===== src/rtl/compositor_sprites.sv =====
// Raster compositor: walks the visible frame, fetches background indices, overlays
// fixed-priority rectangular sprites, maps palette indices to RGB and flags player collisions.
module compositor_sprites #(
    parameter int H_ATIVO = 640,
    parameter int V_ATIVO = 480,
    parameter int N_SPR   = 4,
    parameter int SPR_W   = 32,
    parameter int SPR_H   = 48,
    parameter int XW      = 10,
    parameter int YW      = 9,
    parameter int AW      = 19
) (
    input  logic                  clk,
    input  logic                  reset,
    input  logic                  pix_en,
    input  logic [N_SPR*XW-1:0]   spr_x,
    input  logic [N_SPR*YW-1:0]   spr_y,
    input  logic [N_SPR*3-1:0]    spr_cor,
    input  logic [N_SPR-1:0]      spr_ativo,
    output logic [AW-1:0]         endereco,
    input  logic [2:0]            fundo,
    output logic [23:0]           data_out,
    output logic                  data_valid,
    output logic                  frame_fim,
    output logic [N_SPR-2:0]      colisao
);

    localparam logic [XW-1:0] X_LAST  = XW'(H_ATIVO - 1);
    localparam logic [YW-1:0] Y_LAST  = YW'(V_ATIVO - 1);
    localparam logic [XW:0]   SPR_W_E = (XW+1)'(SPR_W);
    localparam logic [YW:0]   SPR_H_E = (YW+1)'(SPR_H);

    function automatic logic [23:0] palette(input logic [2:0] idx);
        case (idx)
            3'd0:    return 24'h000000;
            3'd1:    return 24'hFFFFFF;
            3'd2:    return 24'hFF0000;
            3'd3:    return 24'h00FF00;
            3'd4:    return 24'h0000FF;
            3'd5:    return 24'hFFFF00;
            3'd6:    return 24'h808080;
            default: return 24'h00FFFF;
        endcase
    endfunction

    // Stage 0: raster counters, incremental address, sprite shadow registers
    logic [XW-1:0]       x_q, x_d;
    logic [YW-1:0]       y_q, y_d;
    logic [AW-1:0]       addr_q, addr_d;
    logic [N_SPR*XW-1:0] sx_q, sx_d;
    logic [N_SPR*YW-1:0] sy_q, sy_d;
    logic [N_SPR*3-1:0]  scor_q, scor_d;
    logic [N_SPR-1:0]    sact_q, sact_d;
    logic                first_px, last_px;

    logic                vld_p1_q, vld_p1_d;
    logic                last_p1_q, last_p1_d;
    logic [XW-1:0]       x_p1_q, x_p1_d;
    logic [YW-1:0]       y_p1_q, y_p1_d;

    always_comb begin
        x_d       = x_q;
        y_d       = y_q;
        addr_d    = addr_q;
        sx_d      = sx_q;
        sy_d      = sy_q;
        scor_d    = scor_q;
        sact_d    = sact_q;
        first_px  = (x_q == '0) && (y_q == '0);
        last_px   = (x_q == X_LAST) && (y_q == Y_LAST);
        vld_p1_d  = pix_en;
        last_p1_d = pix_en && last_px;
        x_p1_d    = x_q;
        y_p1_d    = y_q;
        if (pix_en) begin
            // Sprite positions are frozen for the whole frame from its first pixel
            if (first_px) begin
                sx_d   = spr_x;
                sy_d   = spr_y;
                scor_d = spr_cor;
                sact_d = spr_ativo;
            end
            if (last_px) begin
                x_d    = '0;
                y_d    = '0;
                addr_d = '0;
            end else begin
                addr_d = addr_q + AW'(1);
                if (x_q == X_LAST) begin
                    x_d = '0;
                    y_d = y_q + YW'(1);
                end else begin
                    x_d = x_q + XW'(1);
                end
            end
        end
    end

    // Stage 1: hit test against shadows, priority select, collision terms
    logic [N_SPR-1:0] hit_p1;
    logic [2:0]       idx_p1;
    logic [N_SPR-2:0] term_p1;

    always_comb begin
        hit_p1 = '0;
        idx_p1 = fundo;
        // Walk from highest index down so the lowest hitting sprite is assigned last
        for (int i = N_SPR - 1; i >= 0; i--) begin
            hit_p1[i] = sact_q[i]
                && (x_p1_q >= sx_q[i*XW +: XW])
                && ({1'b0, x_p1_q} < ({1'b0, sx_q[i*XW +: XW]} + SPR_W_E))
                && (y_p1_q >= sy_q[i*YW +: YW])
                && ({1'b0, y_p1_q} < ({1'b0, sy_q[i*YW +: YW]} + SPR_H_E));
            if (hit_p1[i]) begin
                idx_p1 = scor_q[i*3 +: 3];
            end
        end
        term_p1 = hit_p1[N_SPR-1:1] & {(N_SPR-1){hit_p1[0]}};
    end

    // Stage 2: RGB output register, frame pulse, collision accumulation
    logic [23:0]      rgb_p2_q, rgb_p2_d;
    logic             vld_p2_q, vld_p2_d;
    logic             fim_p2_q, fim_p2_d;
    logic [N_SPR-2:0] acc_q, acc_d;
    logic [N_SPR-2:0] col_q, col_d;

    always_comb begin
        rgb_p2_d = rgb_p2_q;
        vld_p2_d = vld_p1_q;
        fim_p2_d = vld_p1_q && last_p1_q;
        acc_d    = acc_q;
        col_d    = col_q;
        if (vld_p1_q) begin
            rgb_p2_d = palette(idx_p1);
            // Last pixel's own term goes into the report, never into the next frame
            if (last_p1_q) begin
                col_d = acc_q | term_p1;
                acc_d = '0;
            end else begin
                acc_d = acc_q | term_p1;
            end
        end
    end

    always_ff @(posedge clk or negedge reset) begin
        if (!reset) begin
            x_q       <= '0;
            y_q       <= '0;
            addr_q    <= '0;
            sx_q      <= '0;
            sy_q      <= '0;
            scor_q    <= '0;
            sact_q    <= '0;
            vld_p1_q  <= 1'b0;
            last_p1_q <= 1'b0;
            x_p1_q    <= '0;
            y_p1_q    <= '0;
            rgb_p2_q  <= '0;
            vld_p2_q  <= 1'b0;
            fim_p2_q  <= 1'b0;
            acc_q     <= '0;
            col_q     <= '0;
        end else begin
            x_q       <= x_d;
            y_q       <= y_d;
            addr_q    <= addr_d;
            sx_q      <= sx_d;
            sy_q      <= sy_d;
            scor_q    <= scor_d;
            sact_q    <= sact_d;
            vld_p1_q  <= vld_p1_d;
            last_p1_q <= last_p1_d;
            x_p1_q    <= x_p1_d;
            y_p1_q    <= y_p1_d;
            rgb_p2_q  <= rgb_p2_d;
            vld_p2_q  <= vld_p2_d;
            fim_p2_q  <= fim_p2_d;
            acc_q     <= acc_d;
            col_q     <= col_d;
        end
    end

    assign endereco   = addr_q;
    assign data_out   = rgb_p2_q;
    assign data_valid = vld_p2_q;
    assign frame_fim  = fim_p2_q;
    assign colisao    = col_q;

endmodule


===== config.mk =====
export PLATFORM = sky130hd
export DESIGN_NAME = compositor_sprites
export DESIGN_NICKNAME = d
export VERILOG_FILES = /design/src/rtl/compositor_sprites.sv
export SDC_FILE = /design/constraint.sdc
export NUM_CORES = 1
export LEC_CHECK = 0
export CORE_ASPECT_RATIO = 1.25
export CORE_MARGIN = 5
export CORE_UTILIZATION = 40
export CTS_BUF_LIST = sky130_fd_sc_hd__clkbuf_16
export DETAILED_ROUTE_END_ITERATION = 6
export SLEW_MARGIN = 20
export SYNTH_ARGS = -nofsm -noshare
export SYNTH_HDL_FRONTEND = slang
export SYNTH_SLANG_ARGS = --single-unit

===== constraint.sdc =====
create_clock -name clk -period 3.8 [get_ports clk]
set_clock_uncertainty 0.2 [all_clocks]
set_input_delay 0.76 -clock clk [delete_from_list [all_inputs] [get_ports clk]]
set_output_delay 0.76 -clock clk [all_outputs]
set_load 0.01 [all_outputs]

# Word-level counts from Yosys, hierarchy flattened
# Index checks and enable logic that the tools add are counted.
[op_classes]
n_addsub = 11
order_cmp = 16
n_eq_ne = 8
n_mux = 11
bitwise = 2
reduce_logical = 27
[op_table]
columns = ["cell", "count"]
rows = [
  ["24-bit one-hot mux with 7 select lines", 1],
  ["10-bit by 6-bit adder with 11-bit output, second input constant", 4],
  ["10-bit by 11-bit < comparator with 1-bit output", 4],
  ["9-bit by 6-bit adder with 10-bit output, second input constant", 4],
  ["10-bit >= comparator", 4],
  ["9-bit by 10-bit < comparator with 1-bit output", 4],
  ["9-bit >= comparator", 4],
  ["1-bit logical AND", 20],
  ["10-bit 2-to-1 mux", 2],
  ["19-bit by 1-bit adder with 19-bit output, second input constant", 1],
  ["19-bit 2-to-1 mux", 1],
  ["9-bit 2-to-1 mux", 2],
  ["3-bit 2-to-1 mux", 5],
  ["10-bit by 1-bit adder with 10-bit output, second input constant", 1],
  ["10-bit == test, second input constant", 1],
  ["10-bit logical NOT", 1],
  ["9-bit by 1-bit adder with 9-bit output, second input constant", 1],
  ["3-bit == test, second input constant", 3],
  ["9-bit == test, second input constant", 1],
  ["9-bit logical NOT", 1],
  ["3-bit by 2-bit == test with 1-bit output, second input constant", 2],
  ["2-bit AND reduction", 3],
  ["3-bit AND", 1],
  ["3-bit by 1-bit == test with 1-bit output, second input constant", 1],
  ["other kinds (3)", 3],
]
[totals]
reg_bits = 183
in_bits = 98
output_inout_bits = 48
wordCells = 91

# Longest topological paths before layout
# Gate-level depths: netlist of run 1.
[logic_depth]
word_depth = 11
ltp_mapped = 18
mapped_depth_nobuf = 18

# Least setup slack after synthesis of run 1
# No wires, ideal clock.
[synth_timing]
kind = "register -> register"
start = "register sy_q[31]"
end = "register rgb_p2_q[7], in the netlist data_out[7]"
setup_time_ns = 0.121
arrival_time_ns = 3.583
required_time_ns = 3.479
slack_ns = -0.104
path_stages_with_launch = 18
n_path_buf = 0
synth_period_minus_slack_ns = 3.904
path_cell_list = "dfrtp_1 -> inv_1 -> ha_1 -> nor3_1 -> xnor2_1 -> ha_1 -> nor2_1 -> nand3_1 -> o21a_1 -> a311oi_1 -> and3_4 -> mux2_2 -> mux2_4 -> a21oi_2 -> inv_2 -> ha_1 -> or3_1 -> a22o_1"
[synth_via]
elab_chain_len = 9
word_cells_on_any_way = 17
cone_classes = "add/sub (1); order compare (2); eq/ne (6); mux (5); reduce/logical (3)"
[synth_rtl]
columns = ["element", "line_no", "text"]
rows = [
  ["start: declaration", "51", "logic [N_SPR*YW-1:0] sy_q, sy_d;"],
  ["start signal: assignment", "169", "sy_q <= sy_d;"],
  ["9-bit by 6-bit adder with 10-bit output / 9-bit >= comparator (equally long branches)", "113, 112", ""],
  ["9-bit by 10-bit < comparator with 1-bit output / 1-bit logical AND (equally long branches)", "113, 112", ""],
  ["1-bit logical AND (*)", "113", "&& ({1'b0, y_p1_q} < ({1'b0, sy_q[i*YW +: YW]} + SPR_H_E));"],
  ["3-bit 2-to-1 mux (*) (4 in a row)", "114", "if (hit_p1[i]) begin"],
  ["3-bit == test, or another cell as far along", "34", "case (idx)"],
  ["24-bit one-hot mux with 7 select lines (*)", "34", ""],
  ["end signal: assignment", "176", "rgb_p2_q <= rgb_p2_d;"],
  ["end: declaration", "122", "logic [23:0] rgb_p2_q, rgb_p2_d;"],
]
# Every way passes the cells marked *; elsewhere a longest branch is shown, timed or not.
# A chain may end at the register's enable or synchronous reset.

# Final worst setup path of run 1
[layout_timing]
start = "register sy_q[32]"
end = "register rgb_p2_q[7], in the netlist data_out[7]"
# The elaborated chain is that of the path after synthesis.

==> impl_metrics.yaml, run 1 <==
run_status:
  outcome: "finished with violations"
  violations: "negative setup slack"
logic_synthesis:
  syn_nets: 1252
  syn_avg_cell_area_um2: 9.80
  synth_edf_count: 0
  netlist_instances: 1021
  ys_ff_latch: 165
  ys.warnings.count: 0
  synthAdderAreaFrac_pct: 16.6
  seq_area_frac_synth_pct: 41.3
  yosys.area_share.simple_pct: 13.8
  synth_xor_area_share_pct: 4.82
  synth_compound_area_share_pct: 13.7
  syn_area_mm2: 0.0100
  synth_top_family_by_area: "adder cells"
  async_flop_share_pct: 100
  netlist-cell-type-count: 74
  synthMuxAreaShare_pct: 3.74
  ys_dominant_reg_cell: "dfrtp_1"
routing:
  totalWireLength_mm: 25.6
  via_per_inst: 5.07
  num_vias: 7948
  dr.pass1.iters: 5
  ant_nets: 0
  wl_per_cell_um: 16.3
  drc: 0
  drt_iter0_drc: 288
placed_design:
  dp.cells: 1523
  pre_cts_slack_ps: -206
  io_buffers: 145
  dpl_cell_area_mm2: 0.0122
  gp_congestion: 0.870
  hpwl_mm: 19.8
power_and_ir_drop:
  p_leak_nw: 6.43
  ir_drop_mv: 0.289
  power_density_mw_per_mm2: 335
worst_setup_path:
  cpMostUsedCell: "mux2_4"
  crit_arrival_ps: 4070
  crit_chain: "buf_6 -> o21ai_4 -> xnor2_2 -> ha_1 -> a22oi_2 -> nand3_1 -> o21a_1 -> a311oi_2 -> and3_4 -> mux2_4 -> mux2_4 -> a21oi_4 -> buf_4 -> ha_4 -> nor3_2 -> or3_1 -> a22o_1"
  required_ps: 3930
  max_stage_delay_ps: 390
  ff2ff_setup_slack_ps: -140
  worst_setup_path_end_kind: "register"
  crit_slowest_cell: "dfrtp_1"
  worstPathMaxFanout: 4
  start_kind: "register"
  timing.setup.critical_path_class: "reg2reg"
floorplan:
  die_w_um: 151
  core_mm2: 0.0246
  rows: 64
  start_util_pct: 40.7
  die_area_mm2: 0.0283
  dieHeight_um: 187
  io_pins: 146
timing:
  maxSlewHeadroom_pct: 61.5
  max_freq_mhz: 254
  setup_viol: 3
  worstMarginPinSlew_ps: 577
  timing.final.crit_share_pct: 104
  hold_viol_final: 0
  rsz0062_at_grt: "yes"
  post-route-min-period_ps: 3940
  tns_ps: -267
  maxSlewViolCount: 0
  setup_slack_ps: -136
clock_tree:
  h-tree-depth: 4
  cts_buffers: 17
  root_buffer: "clkbuf_16"
  cts_sinks: 165
  cts_tree: "done"
  cts_buffer_depth: 2
  cts_hold_buf: 0
  clk_pin_slew_worst_paths_ps: 80
  clk_latency_ps: 440
finish:
  antennaDiodeCount: 0
  drive_above_1_share_pct: 14.7
  syn_to_final_growth_pct: 30.4
  finalInstanceArea_mm2: 0.0130
  instances_no_fill: 1569
  layout_commonest_cell: "dfrtp_1"
  final_net_count: 1457
  final_cell_mix: "dfrtp_1 (165), clkdlybuf4s50_1 (144), ha_1 (127), nand2_1 (95), o21ai_0 (94)"
flow_run:
  maxCapViolations: 0
global_route:
  gr-total-overflow: 0
  grt_pass1_wl_mm: 41.6
  antenna_found_initial: 0
  grt_pass1_vias: 8233
  grt_max_degree: 98
  track_usage_pct: 18.5
worst_hold_path:
  hold_class: "in2async"
flip-flops by register name, indices dropped and copies added, names as in the netlist:
register and count:
vld_p1_q 1, sy_q 36, acc_q 3, data_out 6
last_p1_q 1, x_p1_d 10, scor_q 12, sx_q 40
sact_q 4, x_p1_q 10, y_p1_d 9, data_valid 1
endereco 19, frame_fim 1, colisao 3, y_p1_q 9
report_power, final:
group	internal [mW]	total [mW]	leakage, nW	switching, mW
clock network	0.881	1.71	0.282	0.831
registers	1.84	1.96	1.87	0.116
logic	0.389	0.700	4.27	0.312
total	3.11	4.37	6.43	1.26
through the flow:
stage	utilization [%]	total power, mW	hold slack (ps)
2_1_floorplan	-	2.31	174
3_3_place_gp	49.6	2.68	216
6_report	53.1	4.37	13.3
4_1_cts	52.5	4.41	9.85
3_5_place_dp	49.6	2.68	220
5_1_grt	53.1	4.58	25.0
path summary, 6_finish.rpt:
kind	start	to	depth (start not counted)
setup / recovery	sy_q[32]	data_out[7]	17
hold / removal	reset	sx_q[20]	1
setup reg to reg	sy_q[32]	data_out[7]	17
hold reg to reg	y_p1_d[1]	y_p1_q[1]	0
max in group asynchronous	reset	sy_q[7]	2
min in group clk	y_p1_d[1]	y_p1_q[1]	0
critical path, delay by kind of cell, from the launching register on:
kind	cells	cell delay (ps)
compound gates	6	1140
simple gates	4	720
mux	2	580
fa+ha+maj	2	420
flops	1	390
buf+inv	2	280
xor+xnor	1	130
Yosys cell counts (all sizes together), types with 10 or more instances:
master / n / area, µm²
nand3: 33 / 165
and3: 12 / 80.1
mux2: 29 / 334
inv: 92 / 345
ha: 133 / 1660
nand2: 96 / 363
nor3: 15 / 75.1
xnor2: 32 / 280
xor2: 23 / 201
nor2: 68 / 255
o21ai: 101 / 505
nand2b: 13 / 81.3
clkbuf: 22 / 82.6
nand4: 14 / 87.6
dfrtp: 165 / 4130
buf: 22 / 174
a21o: 10 / 75.1
a21oi: 29 / 149
metal layers:
metal / global-route usage (%) / part of all wire, %
met2: 31.6 / 51
met5: 0 / 0
met1: 23.6 / 43
met3: 2.84 / 3.9
met4: 6.73 / 2.6
cells by family after synthesis:
| family | count (synthesis) |
|---|---|
| adders and majority gates | 133 |
| buffers and inverters | 136 |
| muxes | 33 |
| and+or+nand+nor | 286 |
| DFF | 165 |
| AOI/OAI and AO/OA | 213 |
| xor gates and xnor gates | 55 |
cell type report:
type	count	area, µm²
fill	2260	11500
multi-input combinational	720	5460
sequential	165	4130
timing repair buffer	230	2120
clock buffer	17	425
tap	330	413
inverter	92	345
clock inverter	15	155
what timing repair did:
item / CTS / global route
endpoints found under the setup margin: 4 / 6
pin swaps: 13 / 19
gates resized for setup: 16 / 18
buffers inserted: 7 / 7
No activity file was read; power rests on OpenSTA's default activity.
==> run 2, diff against run 1 <==
Settings changed: CTS_BUF_LIST sky130_fd_sc_hd__clkbuf_16 to sky130_fd_sc_hd__clkbuf_2, GPL_ROUTABILITY_DRIVEN set to 0.
==> run 2 against run 1 <==
Compared with the run above:
- the run still ends with negative setup slack left
- global-route usage is 0.18 points lower
- flip-flop and latch count stayed put
- combinational power is essentially flat
- critical path type unchanged
==> impl_metrics.yaml, run 2 (synthesized netlist as in run 1, its figures left out) <==
worst_setup_path:
  crit_arrival_ps: 4390
  required_ps: 4320
  timing.setup.critical_path_class: "reg2reg"
  worst_setup_path_end_kind: "register"
  crit_chain: "buf_6 -> o21ai_4 -> xnor2_2 -> ha_1 -> a22oi_2 -> nand3_1 -> o21a_1 -> a311oi_2 -> and3_4 -> mux2i_1 -> o21ai_1 -> mux2_4 -> mux2_4 -> ha_4 -> mux2_4 -> o32a_1"
  max_stage_delay_ps: 450
  cp_num_cells: 16
  worstPathMaxFanout: 4
  reg2regPathDepth: 16
  crit_buf_inv: 1
  critPathTopFamily: "compound AO/OA/AOI/OAI gates"
  cpMostUsedCell: "mux2_4"
  crit_slowest_cell: "dfrtp_1"
  start_kind: "register"
power_and_ir_drop:
  power.share.switching_pct: 32.3
  p_clk_share_pct: 26.6
  combPwrFrac_pct: 19.4
  p_seq_share_pct: 54.1
  power_density_mw_per_mm2: 285
  internal-power_mw: 2.45
  p_leak_nw: 6.29
  ir_drop_mv: 0.259
  power.switching_mw: 1.17
  p_total_mw: 3.63
routing:
  drt_iter0_drc: 322
  dr.pass1.iters: 6
  ant_nets: 0
  totalWireLength_mm: 25.4
  num_vias: 7909
  via_per_inst: 5.04
  wl_per_cell_um: 16.2
  drc: 0
clock_tree:
  clk_latency_ps: 770
  cts_tree: "done"
  cts_sinks: 165
  cts_buffers: 17
  clk_pin_slew_worst_paths_ps: 310
  h-tree-depth: 4
  root_buffer: "clkbuf_2"
  cts_buffer_depth: 2
timing:
  setup_slack_ps: -78.2
  timing.final.crit_share_pct: 102
  worstMarginPinSlew_ps: 567
  max_freq_mhz: 258
  rsz0062_at_grt: "yes"
  maxSlewViolCount: 0
  setup_viol: 2
  maxSlewHeadroom_pct: 62.2
  hold_viol_final: 0
  holdWs_ps: 192
  post-route-min-period_ps: 3880
floorplan:
  die_area_mm2: 0.0283
  die_w_um: 151
  dieHeight_um: 187
  core_mm2: 0.0246
  io_pins: 146
  rows: 64
  start_util_pct: 40.7
run_status:
  outcome: "finished with violations"
  violations: "negative setup slack"
global_route:
  grt_pass1_wl_mm: 41.3
  track_usage_pct: 18.3
  gr-total-overflow: 0
  grt_pass1_vias: 8224
  grt_max_degree: 98
  antenna_found_initial: 1
finish:
  largest_register_ffs: 40
  regArea_mm2: 0.00413
  layout_commonest_cell: "dfrtp_1"
  syn_to_final_growth_pct: 27.2
  largest-register: "sx_q"
  finalInstanceArea_mm2: 0.0127
  final_cell_mix: "dfrtp_1 (164), clkdlybuf4s50_1 (144), ha_1 (127), nand2_1 (95), o21ai_0 (94)"
  drive_above_1_share_pct: 14.9
  nFillCells: 2313
  multi_input_area_mm2: 0.00548
  final_net_count: 1455
placed_design:
  hpwl_mm: 19.8
  io_buffers: 145
  dpl_cell_area_mm2: 0.0122
worst_hold_path:
  hold_class: "in2async"
flow_run:
  maxCapViolations: 0
[run 2: worst paths after layout]
kind	start	slack, ps	end
max	sy_q[32]	-80	data_out[15]
min	reset	190	colisao[2]
max reg2reg	sy_q[32]	-80	data_out[15]
min reg2reg	x_p1_d[0]	280	x_p1_q[0]
max in group asynchronous	reset	2370	x_p1_d[7]
min in group clk	x_p1_d[0]	280	x_p1_q[0]
[run 2: cell type report]
class	instances	share of cell area (%)
timing repair buffer	228	16.6
antenna	1	0.0197
clock inverter	15	1.22
tap	330	3.24
multi-input combinational	720	43.0
clock buffer	17	0.669
inverter	92	2.71
sequential	165	32.5
[run 2: metal layers]
metal | vias to the layer above | track usage [%] | share of wire (%)
li1 | 3976 | - | -
met1 | 3760 | 23.4 | 43
met2 | 149 | 31.4 | 51
met3 | 24 | 3.30 | 4.1
met4 | 0 | 5.58 | 2.1
met5 | - | 0 | 0
[run 2: through the flow]
step	util (%)	std cells	worst slack [ps]	setup TNS [ps]
final	51.8	1568	-78.2	-146
after global routing	51.8	1568	-174	-479
after floorplan	-	1021	9.08	0
after global placement	49.6	1523	-121	-335
after CTS	51.3	1564	-138	-332
after detailed placement	49.6	1523	-206	-680
[run 2: power by group through the flow]
stage | sequential, mW | combinational, mW | clock (mW)
2_1_floorplan | 1.98 | 0.330 | 0
3_3_place_gp | 1.99 | 0.688 | 0
3_5_place_dp | 1.99 | 0.694 | 0
4_1_cts | 1.96 | 0.708 | 1.00
5_1_grt | 1.98 | 0.787 | 1.08
6_report | 1.96 | 0.702 | 0.964
[run 2: timing repair]
action / CTS / global route
pin swaps: 16 / 25
hold buffers: 1 / 0
resized for setup: 22 / 19
setup buffers: 8 / 4
hold endpoints to repair: 31 / 0
setup endpoints to repair: 4 / 5
==> run 3, diff against run 2 <==
Settings changed: ABC_AREA set to 1, TNS_END_PERCENT set to 30.
==> run 3 against run 2 <==
Compared with the run above:
- the run now ends clean
- hold slack got worse by 33 ps
- clock power fell by 0.4%
- combinational power grew 77%
- die area up 6.3%
- sequential share of layout area decreased by 0.20 points
- first-iteration DRC count grew 5.0%
- clock-buffer cell count stayed put
- core utilization decreased by 2.9 points
- non-clock buffer count is 67 lower
- synthesized cell count is 18% higher
- maximum frequency grew 11%
- critical endpoint unchanged
==> impl_metrics.yaml, run 3 <==
logic_synthesis:
  netlist.area_leader.share_pct: 38.7
  syn_area_mm2: 0.0107
  async_flop_share_pct: 100
  ys.warnings.count: 0
  yosysMostFrequentCell: "nand2_1"
  ys_ff_latch: 165
  ys_top_cells_by_area: "dfrtp_1 (39%), ha_1 (16%), mux2_2 (9.7%), nand2_1 (7.1%), inv_1 (6.3%)"
  netlist_instances: 1202
  syn_avg_cell_area_um2: 8.88
  syn_nets: 1433
  yosys-top-cells-count: "nand2_1 (202), inv_1 (180), dfrtp_1 (165)"
  seq_area_frac_synth_pct: 38.7
  ys_dominant_reg_cell: "dfrtp_1"
  netlist-cell-type-count: 40
  synth_edf_count: 0
  yosysTopAreaCell: "dfrtp_1"
timing:
  setup_slack_ps: 303
  hold_viol_final: 0
  post-route-min-period_ps: 3500
  setup_viol: 0
  holdWs_ps: 159
  timing.final.crit_share_pct: 92.0
  max_freq_mhz: 286
  maxSlewViolCount: 0
  worstMarginPinSlew_ps: 1050
  tns_ps: 0
  maxSlewHeadroom_pct: 30.3
floorplan:
  core_mm2: 0.0262
  io_pins: 146
  die_w_um: 156
  rows: 66
  die_area_mm2: 0.0301
  start_util_pct: 40.8
  dieHeight_um: 193
finish:
  layout_commonest_cell: "nand2_1"
  largest-register: "sx_q"
  final_net_count: 1582
  largest_register_ffs: 40
  nFillCells: 2524
  instances_no_fill: 1705
  drive_above_1_share_pct: 12.5
  fin_util_pct: 48.9
  syn_to_final_growth_pct: 19.9
  final_cell_mix: "nand2_1 (201), inv_1 (180), dfrtp_1 (164), clkdlybuf4s50_1 (144), ha_1 (131)"
global_route:
  antenna_found_initial: 1
  gr-total-overflow: 0
  grt_pass1_wl_mm: 42.1
  grt_pass1_vias: 8577
  grt_max_degree: 75
  track_usage_pct: 17.5
worst_setup_path:
  cpMostUsedCell: "nand2_1"
  start_kind: "register"
  required_ps: 4320
  worst_setup_path_end_kind: "register"
  rr_startpoint: "sx_q[35]"
  crit_slowest_cell: "dfrtp_2"
  max_stage_delay_ps: 490
  r2r-end: "data_out[15]"
  timing.setup.critical_path_class: "reg2reg"
  ff2ff_setup_slack_ps: 300
  startpoint: "sx_q[35]"
  crit_chain: "ha_1 -> inv_1 -> ha_1 -> inv_1 -> nor3_2 -> nand2_1 -> nand2_1 -> nand2_1 -> nand2_1 -> nand3_1 -> nand3_2 -> buf_4 -> nand2_1 -> and3_1 -> o21ai_1 -> o211ai_1 -> nand2_1 -> inv_1 -> ha_2 -> nor3_2 -> nand3_1 -> o21ai_0 -> inv_1"
  worstPathMaxFanout: 5
  crit_arrival_ps: 4020
  reg2regPathDepth: 23
routing:
  drt_iter0_drc: 338
  wl_per_cell_um: 15.1
  ant_nets: 0
  totalWireLength_mm: 25.7
  via_per_inst: 4.94
  dr.pass1.iters: 4
  drc: 0
  num_vias: 8430
clock_tree:
  clk_latency_ps: 810
  cts_sinks: 165
  root_buffer: "clkbuf_2"
  cts_buffer_depth: 2
  h-tree-depth: 4
  cts_tree: "done"
  cts_buffers: 17
  clk_pin_slew_worst_paths_ps: 270
power_and_ir_drop:
  power_density_mw_per_mm2: 337
  p_leak_nw: 6.16
  power.switching_mw: 1.59
  p_clk_share_pct: 22.2
  ir_drop_mv: 0.191
  combPwrFrac_pct: 28.7
  power.share.switching_pct: 36.8
  p_seq_share_pct: 49.0
  internal-power_mw: 2.73
flow_run:
  maxCapViolations: 0
placed_design:
  pre_cts_slack_ps: 176
  dp.cells: 1666
  io_buffers: 145
  hpwl_mm: 19.9
run_status:
  outcome: "complete, no violations"
worst_hold_path:
  hold_class: "in2async"
[run 3: worst max-delay path by stage]
stage / endpoint / slack, ps
floorplan: data_out[15] / 510
finish: data_out[15] / 300
detailed placement: data_out[15] / 180
CTS: data_out[7] / 110
global placement: data_out[15] / 290
global route: data_out[15] / -40
[run 3: through the flow]
| stage | cell area (µm²) | power, mW |
|---|---|---|
| global route | 12800 | 4.66 |
| detailed placement | 12500 | 3.39 |
| floorplan | 10700 | 2.86 |
| finish | 12800 | 4.32 |
| CTS | 12700 | 4.37 |
| global placement | 12500 | 3.36 |
[run 3: critical path: cells and delay by family (launching register included)]
kind | cells | cell delay, ps
simple gates | 12 | 1270
flops | 1 | 490
compound gates | 3 | 290
fa+ha+maj | 3 | 770
buf+inv | 5 | 400
[run 3: power by group through the flow]
| stage | clock network, mW | registers, mW | logic [mW] |
|---|---|---|---|
| final | 0.960 | 2.12 | 1.24 |
| after global routing | 1.06 | 2.14 | 1.45 |
| after CTS | 1.01 | 2.12 | 1.24 |
| after detailed placement | 0 | 2.15 | 1.23 |
| after global placement | 0 | 2.15 | 1.20 |
| after floorplan | 0 | 2.06 | 0.807 |
[run 3: per-layer routing]
| layer | track usage, % | share of wire [%] |
|---|---|---|
| met1 | 21.9 | 44 |
| met2 | 30.7 | 50 |
| met3 | 2.76 | 3.0 |
| met4 | 6.11 | 2.5 |
| met5 | 0 | 0 |
[run 3: timing repair]
action / CTS / global route
hold endpoints to repair: 98 / 0
resized for setup: 0 / 17
setup buffers: 0 / 5
setup endpoints to repair: 0 / 4
hold buffers: 1 / 0
[run 3: kinds of logic (layout without fill, tap and decap cells)]
family,Yosys count,count (layout),synth area share (%)
buffers and inverters,213,375,8.13
AO/OA/AOI/OAI,126,126,6.53
other,0,1,0
XOR/XNOR,33,33,2.71
adder cells (fa/ha/maj),133,133,15.6
multiplexers,92,92,9.70
flip-flops,165,165,38.7
AND/OR/NAND/NOR,440,440,18.7
[run 3: final cells by class]
| type | count | area [µm²] | share of cell area, % |
|---|---|---|---|
| multi-input cells | 824 | 5750 | 44.9 |
| inverters | 182 | 683 | 5.34 |
| well taps | 340 | 425 | 3.32 |
| clock inverters | 15 | 145 | 1.13 |
| repair buffers | 161 | 1590 | 12.4 |
| flip-flops and latches | 165 | 4130 | 32.3 |
| clock buffers | 17 | 85.1 | 0.664 |
| diodes | 1 | 2.50 | 0.0195 |
